**src/rtl/ooo_fetch_stage.sv**
```systemverilog
// ooo_fetch_stage
//   Front end of the out-of-order pipeline. Issues instruction reads on the
//   generic bus, chooses the next PC (trap insert > execute redirect >
//   predictor > pc+4), and fills the fetch/decode latch for the decode stage.
//   Bus transactions still in flight when a redirect arrives are drained and
//   their data dropped. A response that decode cannot take is parked in a
//   one-entry skid register, so no instruction is lost or duplicated.
//
// Ports
//   CLK, nRST                      clock, asynchronous active-low reset
//   halt                           sticky core halt
//   imem_ren/addr/rdata/busy/fault generic instruction bus
//   predict_taken/target           BTB lookup for the current pc
//   redirect_valid/pc              correction from execute
//   insert_pc/priv_pc              trap or return insertion
//   pc_en, stall_fd, if_id_flush   pipeline control
//   instr, pc, pc4, prediction,
//   token, mal_insn, fault_insn    fetch/decode latch outputs
module ooo_fetch_stage #(
  parameter logic [31:0] RESET_PC  = 32'h8000_0000,
  parameter logic [31:0] NOP_INSTR = 32'h0000_0013
) (
  input  logic        CLK,
  input  logic        nRST,
  input  logic        halt,
  output logic        imem_ren,
  output logic [31:0] imem_addr,
  input  logic [31:0] imem_rdata,
  input  logic        imem_busy,
  input  logic        imem_fault,
  input  logic        predict_taken,
  input  logic [31:0] predict_target,
  input  logic        redirect_valid,
  input  logic [31:0] redirect_pc,
  input  logic        insert_pc,
  input  logic [31:0] priv_pc,
  input  logic        pc_en,
  input  logic        stall_fd,
  input  logic        if_id_flush,
  output logic [31:0] instr,
  output logic [31:0] pc,
  output logic [31:0] pc4,
  output logic        prediction,
  output logic        token,
  output logic        mal_insn,
  output logic        fault_insn
);

  typedef enum logic [1:0] {FETCH, HOLD, DRAIN, HALTED} state_t;

  state_t      state;
  logic [31:0] fetch_pc;
  logic [31:0] pend_pc;

  logic        skid_valid;
  logic [31:0] skid_instr;
  logic [31:0] skid_pc;
  logic [31:0] skid_pc4;
  logic        skid_pred;
  logic        skid_fault;

  // Set once the misaligned-fetch marker has been handed to decode, so the
  // marker is delivered exactly once while fetch waits for a redirect.
  logic        mal_done;

  logic        misaligned;
  logic        redir;
  logic [31:0] redir_target;
  logic [31:0] pc_plus4;
  logic [31:0] seq_target;
  logic        complete;
  logic        outstanding;
  logic        accept;
  logic        flush_now;
  logic        take_mal;
  logic [31:0] fetch_data;

  assign misaligned   = (fetch_pc[1:0] != 2'b00);
  assign redir        = insert_pc | redirect_valid;
  assign redir_target = insert_pc ? priv_pc : redirect_pc;
  assign pc_plus4     = fetch_pc + 32'd4;
  assign seq_target   = predict_taken ? predict_target : pc_plus4;

  // DRAIN keeps requesting the old address so the in-flight beat can finish.
  assign imem_ren  = nRST & (((state == FETCH) & ~halt & ~misaligned) |
                             (state == DRAIN));
  assign imem_addr = fetch_pc;

  assign complete    = imem_ren & ~imem_busy;
  assign outstanding = imem_ren & imem_busy;
  assign accept      = pc_en & ~stall_fd;
  assign flush_now   = if_id_flush & pc_en;
  assign fetch_data  = imem_fault ? NOP_INSTR : imem_rdata;

  assign take_mal = (state == FETCH) & misaligned & ~mal_done & ~halt &
                    ~redir & ~flush_now & accept;

  // Fetch control: PC, pending redirect target, skid entry and state.
  always_ff @(posedge CLK or negedge nRST) begin
    if (!nRST) begin
      state      <= FETCH;
      fetch_pc   <= RESET_PC;
      pend_pc    <= RESET_PC;
      skid_valid <= 1'b0;
      skid_instr <= NOP_INSTR;
      skid_pc    <= 32'd0;
      skid_pc4   <= 32'd0;
      skid_pred  <= 1'b0;
      skid_fault <= 1'b0;
      mal_done   <= 1'b0;
    end else begin
      case (state)
        FETCH: begin
          if (halt) begin
            state <= HALTED;
          end else if (redir) begin
            mal_done <= 1'b0;
            if (outstanding) begin
              state   <= DRAIN;
              pend_pc <= redir_target;
            end else begin
              fetch_pc <= redir_target;
            end
          end else if (complete) begin
            fetch_pc <= seq_target;
            // Decode cannot take it this cycle: park the response.
            if (!accept) begin
              state      <= HOLD;
              skid_valid <= 1'b1;
              skid_instr <= fetch_data;
              skid_pc    <= fetch_pc;
              skid_pc4   <= pc_plus4;
              skid_pred  <= predict_taken;
              skid_fault <= imem_fault;
            end
          end else if (take_mal) begin
            mal_done <= 1'b1;
          end
        end
        HOLD: begin
          if (halt) begin
            state      <= HALTED;
            skid_valid <= 1'b0;
          end else if (redir) begin
            state      <= FETCH;
            fetch_pc   <= redir_target;
            skid_valid <= 1'b0;
            mal_done   <= 1'b0;
          end else if (accept && !if_id_flush) begin
            state      <= FETCH;
            skid_valid <= 1'b0;
          end
        end
        DRAIN: begin
          // A redirect in the completing cycle is newer than pend_pc.
          if (complete) begin
            state    <= FETCH;
            fetch_pc <= redir ? redir_target : pend_pc;
          end else if (redir) begin
            pend_pc <= redir_target;
          end
        end
        HALTED: begin
          state <= HALTED;
        end
        default: state <= FETCH;
      endcase
    end
  end

  // Fetch/decode latch. Redirects and halt squash whatever fetch produced
  // this cycle; a stalled or disabled pipeline keeps the current contents.
  always_ff @(posedge CLK or negedge nRST) begin
    if (!nRST) begin
      instr      <= NOP_INSTR;
      pc         <= 32'd0;
      pc4        <= 32'd0;
      prediction <= 1'b0;
      token      <= 1'b0;
      mal_insn   <= 1'b0;
      fault_insn <= 1'b0;
    end else if (flush_now || redir || halt || (state == HALTED)) begin
      instr      <= NOP_INSTR;
      pc         <= 32'd0;
      pc4        <= 32'd0;
      prediction <= 1'b0;
      token      <= 1'b0;
      mal_insn   <= 1'b0;
      fault_insn <= 1'b0;
    end else if (!accept) begin
      instr      <= instr;
      pc         <= pc;
      pc4        <= pc4;
      prediction <= prediction;
      token      <= token;
      mal_insn   <= mal_insn;
      fault_insn <= fault_insn;
    end else if ((state == HOLD) && skid_valid) begin
      instr      <= skid_instr;
      pc         <= skid_pc;
      pc4        <= skid_pc4;
      prediction <= skid_pred;
      token      <= 1'b1;
      mal_insn   <= 1'b0;
      fault_insn <= skid_fault;
    end else if ((state == FETCH) && complete) begin
      instr      <= fetch_data;
      pc         <= fetch_pc;
      pc4        <= pc_plus4;
      prediction <= predict_taken;
      token      <= 1'b1;
      mal_insn   <= 1'b0;
      fault_insn <= imem_fault;
    end else if (take_mal) begin
      instr      <= NOP_INSTR;
      pc         <= fetch_pc;
      pc4        <= pc_plus4;
      prediction <= 1'b0;
      token      <= 1'b1;
      mal_insn   <= 1'b1;
      fault_insn <= 1'b0;
    end else begin
      instr      <= NOP_INSTR;
      pc         <= 32'd0;
      pc4        <= 32'd0;
      prediction <= 1'b0;
      token      <= 1'b0;
      mal_insn   <= 1'b0;
      fault_insn <= 1'b0;
    end
  end

endmodule
```
**config.mk**
```make
export PLATFORM = sky130hd
export DESIGN_NAME = ooo_fetch_stage
export DESIGN_NICKNAME = d
export VERILOG_FILES = /design/src/rtl/ooo_fetch_stage.sv
export SDC_FILE = /design/constraint.sdc
export NUM_CORES = 1
export LEC_CHECK = 0
export ABC_AREA = 1
export CELL_PAD_IN_SITES_DETAIL_PLACEMENT = 1
export CELL_PAD_IN_SITES_GLOBAL_PLACEMENT = 2
export CORE_MARGIN = 8
export CORE_UTILIZATION = 25
export DETAILED_ROUTE_END_ITERATION = 7
export PLACE_DENSITY_LB_ADDON = 0.1
export SLEW_MARGIN = 20
export SYNTH_ARGS = -nofsm -noshare
export SYNTH_HDL_FRONTEND = slang
export SYNTH_SLANG_ARGS = --single-unit
```
**constraint.sdc**
```tcl
create_clock -name CLK -period 2.69 [get_ports CLK]
set_input_delay 0.538 -clock CLK [delete_from_list [all_inputs] [get_ports CLK]]
set_output_delay 0.538 -clock CLK [all_outputs]
set_load 0.03 [all_outputs]
```
Yosys cells after proc, flatten, opt, wreduce, memory -nomap -nowiden --
Cells that the tools add are included.
Word-level totals: register bits after elaboration 266, bits of input ports 139, output and inout port bits 133, word-level logic and storage cells 154
Operators by class: add/subtract/negate cells 1, eq/ne operators 21, mux-type cells 73, bitwise logic cells 23, reduce and logical (&&, ||, !) cells 19
Operators with widths (number):
- 2-to-1 mux 32 bit | 29
- one-hot mux 32 bit (3 select lines) | 1
- one-hot mux 32 bit (2 select lines) | 1
- adder 32 x 3 -> 32 bit (second input constant) | 1
- 2-to-1 mux 1 bit | 30
- inequality test 2 bit (second input constant) | 10
- 2-to-1 mux 2 bit | 9
- inequality test 4 bit (second input constant) | 4
- AND reduction 5 bit | 3
- AND 1 bit | 13
- inequality test 3 bit (second input constant) | 4
- AND reduction 6 bit | 2
- NOT 1 bit | 8
- one-hot mux 2 bit (4 select lines) | 1
- nonzero test 2 bit | 4
- AND reduction 7 bit | 1
- equality test 2 bit (second input constant) | 2
- one-hot mux 1 bit (2 select lines) | 2
- logical AND 1 bit | 3
- logical OR 1 bit | 3
- nonzero test 3 bit | 1
- equality test 2 x 1 -> 1 bit (second input constant) | 1
- logical NOT 2 bit | 1
- OR 1 bit | 2
- logical NOT 1 bit | 1

Depth between registers and ports, before layout --
depth after elaboration 12, gate-level depth with buffers 15, gate-level depth less buffers 13

Worst setup path after synthesis --
OpenSTA, ideal clock, no wires.
kind register to register, from reg state[0], to reg fetch_pc[23], in the netlist imem_addr[23], library setup time 0.066 ns, arrival time 2.194 ns, data required time 2.624 ns, path slack 0.430 ns, stages on the path, launching flop included 14, buffers on the path 1, period minus slack after synthesis 2.260 ns, cell sequence dfrtp_1 -> inv_1 -> ha_1 -> inv_2 -> nor2_4 -> nand2_1 -> a21oi_2 -> nand2_1 -> nor2_4 -> nor2_4 -> inv_2 -> buf_2 -> nand2_1 -> nand2_1
On the way: word-level cells in the longest chain between the ends 8, elaborated cells between the ends (all ways) 18, those cells by class eq/ne (8); mux (1); bitwise (6); reduce/logical (3)
Ends and longest elaborated chain:
- from (decl) | line 51 | state_t state;
- from (signal assigned) | line 101 | state <= FETCH;
- from (signal assigned) | line 115 | state <= HALTED;
- from (signal assigned) | line 119 | state <= DRAIN;
- logical NOT 2 bit | line 85 | assign imem_ren = nRST & (((state == FETCH) & ~halt & ~misaligned) |
- AND 1 bit (2 in a row) | line 85
- OR 1 bit * | line 85
- AND 1 bit * | line 85
- via imem_ren | line 26 | output logic imem_ren,
- AND 1 bit, on equally long branches | line 90, 89
- inequality test 3 bit (no source line) or inequality test 2 bit (tied branches)
- AND reduction 7 bit (no source line) *
- to (signal assigned) | line 122 | fetch_pc <= redir_target;
- to (signal assigned) | line 125 | fetch_pc <= seq_target;
- to (signal assigned) | line 146 | fetch_pc <= redir_target;
- to (decl) | line 52 | logic [31:0] fetch_pc;
The timed path passes the listed nets; every way through them passes the cells marked *. A chain may end at the register's enable or synchronous reset.

Worst setup path in the final report --
from reg state[1], to out imem_ren
On the way: word-level cells in the longest chain between the ends 5, elaborated cells between the ends (all ways) 6, those cells by class eq/ne (1); bitwise (4); reduce/logical (1)
Ends and longest elaborated chain (line):
- logical NOT 2 bit | 85
- AND 1 bit (2 in a row) | 85
- OR 1 bit * | 85
- AND 1 bit * | 85
- to (decl) | 26
Every way passes the cells marked *; elsewhere a longest branch is shown, timed or not.

==> results.md <==
* Post-route ant nets at 0
* Final setup fails at 0
* Vias in the first global route at 15100
* Post-cts gate resize count at 0
* Switch Pwr at 7.84 mW
* Largest net degree at the start of global routing at between 100 and 150
* Final Cycle Share at 94.9%
* Clk_lat worst skew at 0.55 ns
* Gate power share at roughly two fifths
* Max_cap viols at 0
* Sequential area share after synthesis at 45.7%
* Sequential power share at 31.0%
* Post-CTS Setup Inserts at 0
* Via density per instance at 4.59
* Final #Nets at 2490
* Worst Hold Class: in2async
* WL per Instance at 19.2 um
* Initial antenna violation count at 0
* Root Driver: clkbuf_16
* Number of antenna diodes at 0
* Initial Utilization at between 20% and 30%
* Total GRT Usage at 18.1%
* Fraction of layout cells with a size suffix above 1 at 6.71%
* Largest stage delay, worst path at 0.44 ns
* Crit path buf inv count at 4
* Netlist Area Pre-Place at between 10000 and 15000 um2
* Yosys reg bits at 262
* Register-to-register setup slack at about 0.22 ns
* Setup Crit Path Kind: reg2out
* Drt drc at 0
* Dpl hpwl at around 44 mm
* Setup Total Neg Slack at 0 ns
* Critical-path cell list: inv_1 > ha_2 > inv_2 > nor2_4 > nand2_1 > a21oi_2 > buf_4 > buf_12
* Multi-input gate area at 6750 um2
* RSZ-0062 raised after global routing: false
* Setup ws final at 0.138 ns
* Core box area at 57300 um2
* Reg clk slew, reported paths at 0.06 ns
* Setup WS pre-CTS at 0.0788 ns
* DIE WIDTH at 256 um
* Main flop type after synthesis: dfrtp_1
* CTS Buffer Depth at 3
* EDFF count, synth at 0
* FF/Latch Area at 6570 um2
* Arr. time, crit path at 2.01 ns
* Die Y at between 200 and 300 um
* Num ports at ~270
* Synth-to-layout area growth at 35.7%
* H-tree depth at 2
* Max Clock Freq at approximately 390 MHz
* Maximum VDD drop at 600 uV
* Share of synthesized registers carrying an async set or reset at 100%
* Slew Limit Headroom at 32.0%
* Leak Pwr at around 9.3 nW
* CP max FO at 5
* YS warnings at 0
* # fillers at 7115
* Routed WL at 60.3 mm
* Worst Skew at 0.0152 ns
* Count of different cell masters after synthesis at 36
* Top Family by Delay on Critical Path: buffers and inverters
* Status: completed
* Clk pwr share at 27.2%
* Total iterations of the first detailed-routing run at 5
* Critical path launch point type: flop
* Pwr per Cell Area at 934 nW/um2
* Port Buffer Count at 271
* CTS tree: built
* Critical Path Sink Type: output pin
* Switch share at 43.0%
* Num rows at between 80 and 90
* GPL Wtd Cong at about 0.82
* First-pass GRT wire length at 94.1 mm
* Overflow left after global routing at 0
* Final hold violations at 0
* Synthesized instance count at 2084
* DR iter-0 viols at approximately 900
* Internal cell power at approximately 10 mW
* Minimum clock period after layout at about 2.6 ns
* Slew @ Worst Pin at 1.02 ns
* CP max-delay cell: dfrtp_1
* Via Count at 14400
* TritonCTS Buffers at 36
* Fin. max-slew vios at 0
* Syn_area_per_cell at 6.90 um2
* Worst EP required at 2.15 ns
* CTS Sinks at 262
* Die area at 65400 um2
* Post-Syn Nets at 2230
## state kept, by name (all words and copies together) (netlist names), 2 cells and up
name	count
imem_addr	32
instr	32
pc	32
pend_pc	32
skid_instr	32
skid_pc	32
pc4	30
skid_pc4	30
state	2
## synth_stat cells, types with 2 or more instances
cell type / number / share of area, %
nand3_1: 42 / 1.5
buf_1: 10 / 0.26
xor2_1: 8 / 0.49
dfstp_2: 8 / 1.5
nand2_1: 999 / 26
dfrtp_1: 254 / 44
inv_1: 132 / 3.4
a21oi_2: 3 / 0.18
o211ai_1: 2 / 0.10
inv_2: 7 / 0.18
buf_6: 4 / 0.31
a31oi_1: 34 / 1.5
nand4_1: 2 / 0.087
buf_4: 7 / 0.37
a32oi_1: 2 / 0.12
nor2_4: 5 / 0.39
ha_1: 7 / 0.61
nor2_1: 93 / 2.4
a21o_1: 16 / 0.84
o21ai_0: 156 / 5.4
o21ai_1: 92 / 3.2
clkbuf_1: 60 / 1.6
a21oi_1: 80 / 2.8
nand2_2: 3 / 0.13
or2_2: 3 / 0.13
buf_2: 38 / 1.3
nor3_1: 8 / 0.28
## placed cells by master (no fill, tap or decap), types with 3 or more instances in the layout
master / netlist / layout
a21o_1: 16 / 16
a21oi_1: 80 / 80
a31oi_1: 34 / 34
buf_12: 0 / 20
buf_4: 7 / 50
bufinv_16: 0 / 3
clkbuf_1: 60 / 11
clkbuf_16: 0 / 38
clkbuf_8: 0 / 6
clkdlybuf4s50_1: 0 / 269
clkinv_2: 0 / 5
dfrtp_1: 254 / 254
dfstp_2: 8 / 8
ha_1: 7 / 6
inv_1: 132 / 132
inv_2: 7 / 6
nand2_1: 999 / 999
nand2_2: 3 / 3
nand3_1: 42 / 42
nor2_1: 93 / 92
nor2_4: 5 / 5
nor3_1: 8 / 8
o21ai_0: 156 / 156
o21ai_1: 92 / 92
or2_2: 3 / 3
xor2_1: 8 / 8
## cell type report
type                            instances  area share [%]
Tap cell                              765            4.91
Multi-Input combinational cell       1564            34.6
Clock buffer                           55            5.51
Sequential cell                       262            33.7
Timing Repair Buffer                  341            17.9
Clock inverter                          9           0.674
Inverter                              139            2.69
## routing by layer
metal	up-vias	part of all wire [%]	track usage, %
li1	7082	-	-
met1	7014	49	25.2
met2	243	45	28.6
met3	50	4.9	4.29
met4	0	1.4	3.46
met5	-	0	0
## what timing repair did
item / in CTS / in global routing
hold buffers: 1 / 0
setup endpoints to repair: 0 / 0
hold endpoints to repair: 6 / 0
## stage by stage
step                      std cells  total power, mW  utilization [%]  area [um2]  hold slack [ns]
final                          3135             18.2             34.1       19500            0.404
after floorplan                2084             10.0                -       14400            0.242
after detailed placement       3070             13.4             31.9       18300            0.365
after CTS                      3135             18.5             34.1       19500            0.372
after global placement         3070             13.2             31.9       18300            0.364
after global routing           3135             19.6             34.1       19500            0.384
## cells by family after synthesis
logic type                 count (synthesis)  synth area share (%)
and+or+nand+nor                         1161                  31.5
AOI/OAI and AO/OA                        388                  14.3
DFF                                      262                  45.7
buffers and inverters                    258                  7.46
xor gates and xnor gates                   8                 0.487
adders and majority gates                  7                 0.609
## path summary, 6_finish.rpt
| check | from | endpoint | cells after the start |
|---|---|---|---|
| min in group CLK | skid_instr[1] | skid_instr[1] | 2 |
| setup / recovery | state[1] | imem_ren | 8 |
| hold reg to reg | skid_instr[1] | skid_instr[1] | 2 |
| max in group asynchronous | nRST | pend_pc[22] | 3 |
| setup reg to reg | imem_addr[2] | imem_addr[20] | 12 |
| hold / removal | nRST | instr[2] | 2 |
## power groups by stage
stage               clock, mW  combinational [mW]  sequential [mW]
global placement            0                7.57             5.68
global route             5.27                8.54             5.76
finish                   4.95                7.62             5.64
detailed placement          0                7.69             5.71
CTS                      5.12                7.73             5.65
floorplan                   0                4.14             5.86
Power figures use the tool's default switching activity.
